### src/rtl/ysyx_23060203_pkg.sv
// Shared types and constants for the posted-write store buffer.
package ysyx_23060203_pkg;

  localparam int STBUF_AW = 32;

  localparam logic [1:0] AXI_RESP_OKAY   = 2'b00;
  localparam logic [1:0] AXI_RESP_EXOKAY = 2'b01;
  localparam logic [1:0] AXI_RESP_SLVERR = 2'b10;
  localparam logic [1:0] AXI_RESP_DECERR = 2'b11;

  localparam logic [2:0] AXI_SIZE_B = 3'd0;
  localparam logic [2:0] AXI_SIZE_H = 3'd1;
  localparam logic [2:0] AXI_SIZE_W = 3'd2;

  typedef struct packed {
    logic [STBUF_AW-1:0] addr;
    logic [31:0]         data;
    logic [3:0]          strb;
  } stbuf_entry_t;

  typedef enum logic [1:0] {
    IDLE = 2'd0,
    SEND = 2'd1,
    RESP = 2'd2
  } stbuf_state_t;

  // Irregular strobe patterns fall back to a full word; the strobes still mask the bytes.
  function automatic logic [2:0] strb_to_size(input logic [3:0] strb);
    case (strb)
      4'b1111:                         strb_to_size = AXI_SIZE_W;
      4'b0011, 4'b1100:                strb_to_size = AXI_SIZE_H;
      4'b0001, 4'b0010,
      4'b0100, 4'b1000:                strb_to_size = AXI_SIZE_B;
      default:                         strb_to_size = AXI_SIZE_W;
    endcase
  endfunction

endpackage

### src/rtl/ysyx_23060203_stbuf_fifo.sv
// In-order entry storage for the store buffer, plus an age-ordered view
// (index 0 = head) used by the load-conflict compare.
module ysyx_23060203_stbuf_fifo
  import ysyx_23060203_pkg::*;
#(
  parameter int DEPTH = 4
) (
  input  logic                    i_clock,
  input  logic                    i_reset,
  input  logic                    i_push,
  input  stbuf_entry_t            i_push_entry,
  input  logic                    i_pop,
  output stbuf_entry_t            o_head,
  output logic                    o_full,
  output logic                    o_nonempty,
  output logic [DEPTH-1:0]        o_view_valid,
  output logic [STBUF_AW-1:2]     o_view_word [DEPTH]
`ifdef YSYX_23060203_STBUF_FWD_EN
  ,
  output logic [31:0]             o_view_data [DEPTH],
  output logic [3:0]              o_view_strb [DEPTH]
`endif
);

  localparam int PW = $clog2(DEPTH);
  localparam int CW = PW + 1;

  stbuf_entry_t  r_mem [DEPTH];
  logic [PW-1:0] r_head;
  logic [PW-1:0] r_tail;
  logic [CW-1:0] r_count;

  always_ff @(posedge i_clock) begin
    if (i_push) r_mem[r_tail] <= i_push_entry;
  end

  always_ff @(posedge i_clock or negedge i_reset) begin
    if (!i_reset) begin
      r_head  <= '0;
      r_tail  <= '0;
      r_count <= '0;
    end else begin
      if (i_push) r_tail <= r_tail + 1'b1;
      if (i_pop)  r_head <= r_head + 1'b1;
      case ({i_push, i_pop})
        2'b10:   r_count <= r_count + 1'b1;
        2'b01:   r_count <= r_count - 1'b1;
        default: r_count <= r_count;
      endcase
    end
  end

  assign o_head     = r_mem[r_head];
  assign o_full     = (r_count == CW'(DEPTH));
  assign o_nonempty = (r_count != '0);

  // Rotate so that view slot i is the i-th oldest entry.
  always_comb begin
    for (int i = 0; i < DEPTH; i++) begin
      o_view_valid[i] = (CW'(i) < r_count);
      o_view_word[i]  = r_mem[r_head + PW'(i)].addr[STBUF_AW-1:2];
`ifdef YSYX_23060203_STBUF_FWD_EN
      o_view_data[i]  = r_mem[r_head + PW'(i)].data;
      o_view_strb[i]  = r_mem[r_head + PW'(i)].strb;
`endif
    end
  end

endmodule

### src/rtl/ysyx_23060203_store_buffer.sv
// Posted-write store buffer: queues EXU stores and drains them as single-beat AXI4 writes.
// Optional load forwarding of full-word matches: define YSYX_23060203_STBUF_FWD_EN.
//
//   state | meaning
//   IDLE  | no write in flight; start one when the FIFO holds an entry
//   SEND  | head driven on AW and W; each valid drops after its own handshake
//   RESP  | both handshakes done; wait for B, then pop the head
module ysyx_23060203_store_buffer
  import ysyx_23060203_pkg::*;
#(
  parameter int DEPTH = 4,
  parameter int AW    = STBUF_AW
) (
  input  logic          i_clock,
  input  logic          i_reset,
  input  logic          i_in_valid,
  output logic          o_in_ready,
  input  logic [AW-1:0] i_in_addr,
  input  logic [31:0]   i_in_data,
  input  logic [3:0]    i_in_strb,
  input  logic [AW-1:0] i_chk_addr,
  output logic          o_chk_conflict,
`ifdef YSYX_23060203_STBUF_FWD_EN
  output logic          o_chk_fwd_valid,
  output logic [31:0]   o_chk_fwd_data,
`endif
  output logic          o_empty,
  output logic          o_err,
  output logic          o_awvalid,
  input  logic          i_awready,
  output logic [AW-1:0] o_awaddr,
  output logic [2:0]    o_awsize,
  output logic          o_wvalid,
  input  logic          i_wready,
  output logic [31:0]   o_wdata,
  output logic [3:0]    o_wstrb,
  output logic          o_wlast,
  input  logic          i_bvalid,
  output logic          o_bready,
  input  logic [1:0]    i_bresp
);

  stbuf_state_t r_state;
  stbuf_state_t w_state_next;
  logic         r_aw_done;
  logic         r_w_done;
  logic         r_err;

  logic         w_push;
  logic         w_pop;
  logic         w_full;
  logic         w_nonempty;
  logic         w_aw_hs;
  logic         w_w_hs;
  logic         w_resp_ok;
  logic         w_hit;
  logic         w_unused;
  stbuf_entry_t w_head;
  stbuf_entry_t w_push_entry;
  logic [DEPTH-1:0]    w_view_valid;
  logic [STBUF_AW-1:2] w_view_word [DEPTH];
`ifdef YSYX_23060203_STBUF_FWD_EN
  logic [31:0]  w_view_data [DEPTH];
  logic [3:0]   w_view_strb [DEPTH];
  logic         w_hit_full;
  logic [31:0]  w_hit_data;
`endif

  assign w_push_entry = '{addr: STBUF_AW'(i_in_addr), data: i_in_data, strb: i_in_strb};
  assign o_in_ready   = !w_full;
  assign w_push       = i_in_valid && o_in_ready;

  ysyx_23060203_stbuf_fifo #(.DEPTH(DEPTH)) u_fifo (
    .i_clock      (i_clock),
    .i_reset      (i_reset),
    .i_push       (w_push),
    .i_push_entry (w_push_entry),
    .i_pop        (w_pop),
    .o_head       (w_head),
    .o_full       (w_full),
    .o_nonempty   (w_nonempty),
    .o_view_valid (w_view_valid),
    .o_view_word  (w_view_word)
`ifdef YSYX_23060203_STBUF_FWD_EN
    ,
    .o_view_data  (w_view_data),
    .o_view_strb  (w_view_strb)
`endif
  );

  assign o_awvalid = (r_state == SEND) && !r_aw_done;
  assign o_wvalid  = (r_state == SEND) && !r_w_done;
  assign o_bready  = (r_state == RESP);
  assign w_aw_hs   = o_awvalid && i_awready;
  assign w_w_hs    = o_wvalid && i_wready;
  assign w_pop     = o_bready && i_bvalid;
  assign w_resp_ok = (i_bresp == AXI_RESP_OKAY) || (i_bresp == AXI_RESP_EXOKAY);

  always_comb begin
    w_state_next = r_state;
    case (r_state)
      IDLE:    if (w_nonempty) w_state_next = SEND;
      SEND:    if ((r_aw_done || w_aw_hs) && (r_w_done || w_w_hs)) w_state_next = RESP;
      RESP:    if (i_bvalid) w_state_next = IDLE;
      default: w_state_next = IDLE;
    endcase
  end

  always_ff @(posedge i_clock or negedge i_reset) begin
    if (!i_reset) begin
      r_state   <= IDLE;
      r_aw_done <= 1'b0;
      r_w_done  <= 1'b0;
      r_err     <= 1'b0;
    end else begin
      r_state <= w_state_next;
      r_err   <= w_pop && !w_resp_ok;
      if (w_state_next != SEND) begin
        r_aw_done <= 1'b0;
        r_w_done  <= 1'b0;
      end else begin
        if (w_aw_hs) r_aw_done <= 1'b1;
        if (w_w_hs)  r_w_done  <= 1'b1;
      end
    end
  end

  // The head stays buffered until B, so the outstanding write is always the head entry.
  assign o_awaddr = AW'(w_head.addr);
  assign o_awsize = strb_to_size(w_head.strb);
  assign o_wdata  = w_head.data;
  assign o_wstrb  = w_head.strb;
  assign o_wlast  = 1'b1;
  assign o_empty  = !w_nonempty && (r_state == IDLE);
  assign o_err    = r_err;

  // View is oldest-first, so the last match in the loop is the youngest one.
  always_comb begin
    w_hit = 1'b0;
`ifdef YSYX_23060203_STBUF_FWD_EN
    w_hit_full = 1'b0;
    w_hit_data = '0;
`endif
    for (int i = 0; i < DEPTH; i++) begin
      if (w_view_valid[i] && (w_view_word[i] == i_chk_addr[AW-1:2])) begin
        w_hit = 1'b1;
`ifdef YSYX_23060203_STBUF_FWD_EN
        w_hit_full = (w_view_strb[i] == 4'b1111);
        w_hit_data = w_view_data[i];
`endif
      end
    end
  end

`ifdef YSYX_23060203_STBUF_FWD_EN
  assign o_chk_fwd_valid = w_hit_full;
  assign o_chk_fwd_data  = w_hit_data;
  assign o_chk_conflict  = w_hit && !w_hit_full;
`else
  assign o_chk_conflict  = w_hit;
`endif

  // Byte offset within the word never affects the conflict decision.
  assign w_unused = ^i_chk_addr[1:0];

endmodule
### config.mk
export PLATFORM = sky130hd
export DESIGN_NAME = ysyx_23060203_store_buffer
export DESIGN_NICKNAME = d
export VERILOG_FILES = /design/src/rtl/ysyx_23060203_pkg.sv /design/src/rtl/ysyx_23060203_stbuf_fifo.sv /design/src/rtl/ysyx_23060203_store_buffer.sv
export SDC_FILE = /design/constraint.sdc
export NUM_CORES = 1
export LEC_CHECK = 0
export ABC_AREA = 0
export CAP_MARGIN = 10
export CORE_ASPECT_RATIO = 0.8
export CORE_MARGIN = 1
export CORE_UTILIZATION = 59
export CTS_CLUSTER_SIZE = 14
export DETAILED_ROUTE_END_ITERATION = 10
export GPL_TIMING_DRIVEN = 0
export MAX_ROUTING_LAYER = met4
export PLACE_DENSITY = 0.86
export SYNTH_ARGS = -nofsm -noshare
export SYNTH_HDL_FRONTEND = slang
export SYNTH_SLANG_ARGS = --single-unit
### constraint.sdc
create_clock -name i_clock -period 10.14 [get_ports i_clock]
set_input_delay 3.042 -clock i_clock [delete_from_list [all_inputs] [get_ports i_clock]]
set_output_delay 3.042 -clock i_clock [all_outputs]
set_load 0.005 [all_outputs]
==> results.json, run 1 <==
{
  "cts-root-to-sink-buffers": 3,
  "synthesis.area_um2": 14370,
  "complex_gate_fraction_of_the_synthesized_area_pct": 5.512,
  "fp.dieW_um": 176.5,
  "dr_wl_met2_mm": 18.76,
  "cts_buffer_count": 28,
  "fmax_mhz": 105.7,
  "grt_start_max_net_pins": 55,
  "clkTransAtPathRegs_ns": 0.07,
  "via_per_inst": 6.747,
  "num_vias": 9601,
  "cts_tree": "yes",
  "cts_hold_buffers": 0,
  "arrival_ns": 6.42,
  "yosys_warnings": 0,
  "routed-wl-met3_mm": 4.780,
  "result_of_the_run": "complete, no violations",
  "synth.ff_latch_count": 284,
  "synth_area_per_cell_um2": 16.07,
  "setup.worst_path.start_class": "primary input",
  "num_rows": 50,
  "worstSetupStartpoint": "i_chk_addr[11]",
  "synth.net_count": 1010,
  "drive_above_1_share_pct": 16.94,
  "synthAdderAreaFrac_pct": 0.6967,
  "hold_viol": 0,
  "fin_worst_hold_slack_ns": 0.5311,
  "fin_cells": 1423,
  "drt_drc": 0,
  "seq_area_frac_synth_pct": 58.94,
  "drtIter0Drc": 1451,
  "routed_wirelength_mm": 42.43,
  "critPathMaxStageDelay_ns": 0.76,
  "first_global_vias": 9486,
  "postSynthCellCount": 894,
  "postCtsResizedCells": 0,
  "fin_worst_skew_ns": 0.02548,
  "cts_setup_buffers": 0,
  "starting_utilization_of_the_core_area_pct": 60.76,
  "slew_violations": 0,
  "track_usage_pct": 35.32,
  "power_per_cell_area_nw_per_um2": 304.5,
  "clock_sink_count": 284,
  "worst-endpoint-required_ns": 7.10,
  "highest-signal-layer": "met4",
  "fin_nets": 1207,
  "hpwl_mm": 30.77,
  "cts_root_buffer": "sky130_fd_sc_hd__clkbuf_16",
  "wl_met1_mm": 18.08,
  "rsz_0062_raised_after_global_routing": "false",
  "ys_async_sr_fraction_pct": 4.225,
  "pre_repair_dr_iteration_count": 6,
  "layout_min_cycle_time_ns": 9.463,
  "max_cap_viols": 0,
  "dominant_combinational_cell_family_by_area_after_synthesis": "multiplexers",
  "hold_path_class": "reg2reg",
  "avgRoutedWirePerCell_um": 29.82,
  "crit_path_frequent_cell": "sky130_fd_sc_hd__clkdlybuf4s50_1",
  "die_height_um": 141.6,
  "final_min_period_over_clock_period_pct": 93.33,
  "hold_path.startpoint": "u_fifo.r_count[0]",
  "setup_viol_count_final": 0,
  "endpoint_kind": "output port",
  "yosys-mux-area-fraction_pct": 21.38,
  "final_core_util_pct": 73.42,
  "synthFlopType": "sky130_fd_sc_hd__edfxtp_1",
  "post_route_setup_tns_ns": 0,
  "timing_worst_slew_pin_value_ns": 0.8209,
  "irDropWorstVdd_v": 0.0001982,
  "critical-path-slowest-cell": "sky130_fd_sc_hd__a2111oi_0",
  "setup.worst_path.class": "in2out",
  "timing.critical_path.fanout_max": 10,
  "place.gp.congestion": 1.038,
  "floorplan.io_pins": 187,
  "gr-total-overflow": 0,
  "relative_max_transition_margin_pct": 43.71,
  "area_growth_pct": 20.84,
  "fp.coreArea_um2": 23650,
  "grt_pass1_wl_mm": 61.31,
  "placed_cells_incl_taps": 1373,
  "yosys.area_share.xor_xnor_pct": 5.791,
  "maximum_level_of_the_cts_h_tree": 1,
  "die-area_um2": 24980,
  "post_synth_num_cell_types": 62,
  "reg2reg_from": "u_fifo.r_head[0]",
  "synth-simple-area-share_pct": 4.224,
  "synth_edf_count": 272,
  "ant_nets": 0,
  "initial_antenna_violation_count": 1,
  "static_leak_nw": 5.852,
  "clock_latency_ns": 0.55,
  "critical_path.cell_chain": "clkdlybuf4s50_1, clkbuf_1, inv_1, a2bb2oi_1, o2111ai_1, a2111oi_0, nand4_1, o41ai_2, a221o_1, clkdlybuf4s50_1",
  "numPortBuffers": 163
}
-- layout by cell type, fill, tap and decap left out, drive strengths merged, types with 16 or more instances in the layout --
master         instances
xor2                  25
clkdlybuf4s50        163
inv                   16
nor2                  26
edfxtp               272
o21ai                 19
buf                   44
nand2                 26
mux4                  85
xnor2                 70
a21oi                 25
mux2i                 98
clkbuf                56
-- metal layers --
| metal | vias to the layer above | global-route usage (%) |
|---|---|---|
| met5 | - | - |
| met4 | 0 | 8.439 |
| met3 | 71 | 8.119 |
| met2 | 674 | 50.12 |
| met1 | 4885 | 52.13 |
| li1 | 3971 | - |
-- final cells by class --
type                    instances  area (um2)
fillers                      1482        6286
flip-flops and latches        284        8468
well taps                     312       390.4
inverters                      15       58.81
repair buffers                167        1742
clock inverters                15       116.4
multi-input cells             533        5430
diodes                          1       2.502
plain buffers                  62       430.4
clock buffers                  34       723.2
-- worst max-delay path: cells and delay by family --
family	cells	cell delay [ns]
buffers and inverters	4	1.53
AO/OA/AOI/OAI	5	1.63
AND/OR/NAND/NOR	1	0.20
-- registers in the layout (all words and copies together) (netlist names) --
name,count
u_fifo.r_tail,2
u_fifo.r_mem,272
r_state,2
u_fifo.r_count,3
r_w_done,1
o_err,1
u_fifo.r_head,2
r_aw_done,1
-- kinds of logic after synthesis --
kind of cell / after synthesis
compound gates: 113
xor+xnor: 95
fa+ha+maj: 8
buf+inv: 77
flops: 284
mux: 197
other cells: 2
simple gates: 118
-- per-stage QoR --
stage / instance area [um2] / power, mW / setup slack [ns]
2_1_floorplan: 14370 / 3.212 / 2.566
6_report: 17360 / 5.286 / 0.6766
5_1_grt: 17360 / 5.450 / 0.6232
4_1_cts: 17360 / 5.240 / 0.8308
3_5_place_dp: 16520 / 4.273 / 0.8369
3_3_place_gp: 16390 / 4.231 / 0.7771
-- where the power goes --
part / switching, mW / internal [mW] / total (mW)
logic: 1.43 / 1.24 / 2.67
registers: 0.110 / 1.55 / 1.66
clock network: 0.426 / 0.532 / 0.959
total: 1.96 / 3.32 / 5.29
-- cell usage after synthesis (all sizes together) (12+ instances only) --
| library cell | number | area, um2 |
|---|---|---|
| inv | 15 | 58.81 |
| nor2 | 26 | 97.59 |
| a211oi | 12 | 90.09 |
| nand2 | 26 | 97.59 |
| o21ai | 19 | 95.09 |
| nand4 | 14 | 87.58 |
| mux4 | 85 | 1914 |
| clkbuf | 22 | 82.58 |
| mux2i | 98 | 992.2 |
| a21oi | 25 | 128.9 |
| buf | 40 | 347.8 |
| xor2 | 25 | 219.0 |
| mux2 | 14 | 165.2 |
| dfrtp | 12 | 300.3 |
| xnor2 | 70 | 613.1 |
| edfxtp | 272 | 8168 |
-- path summary, 6_finish.rpt --
| kind | to | slack, ns | depth (start not counted) |
|---|---|---|---|
| setup reg to reg | u_fifo.r_head[1] | 7.61 | 8 |
| hold reg to reg | u_fifo.r_count[0] | 0.53 | 1 |
| setup / recovery | o_chk_conflict | 0.68 | 10 |
| min in group asynchronous | o_err | 2.88 | 1 |
| hold / removal | u_fifo.r_count[0] | 0.53 | 1 |
| max in group asynchronous | u_fifo.r_count[2] | 6.87 | 1 |
Power figures use the tool's default switching activity.
==> run 2, diff against run 1 <==
SETUP_SLACK_MARGIN = 0.3   (was unset)
==> results of run 2 <==
The final DEF is identical to that of run 1; final timing and power are the same.
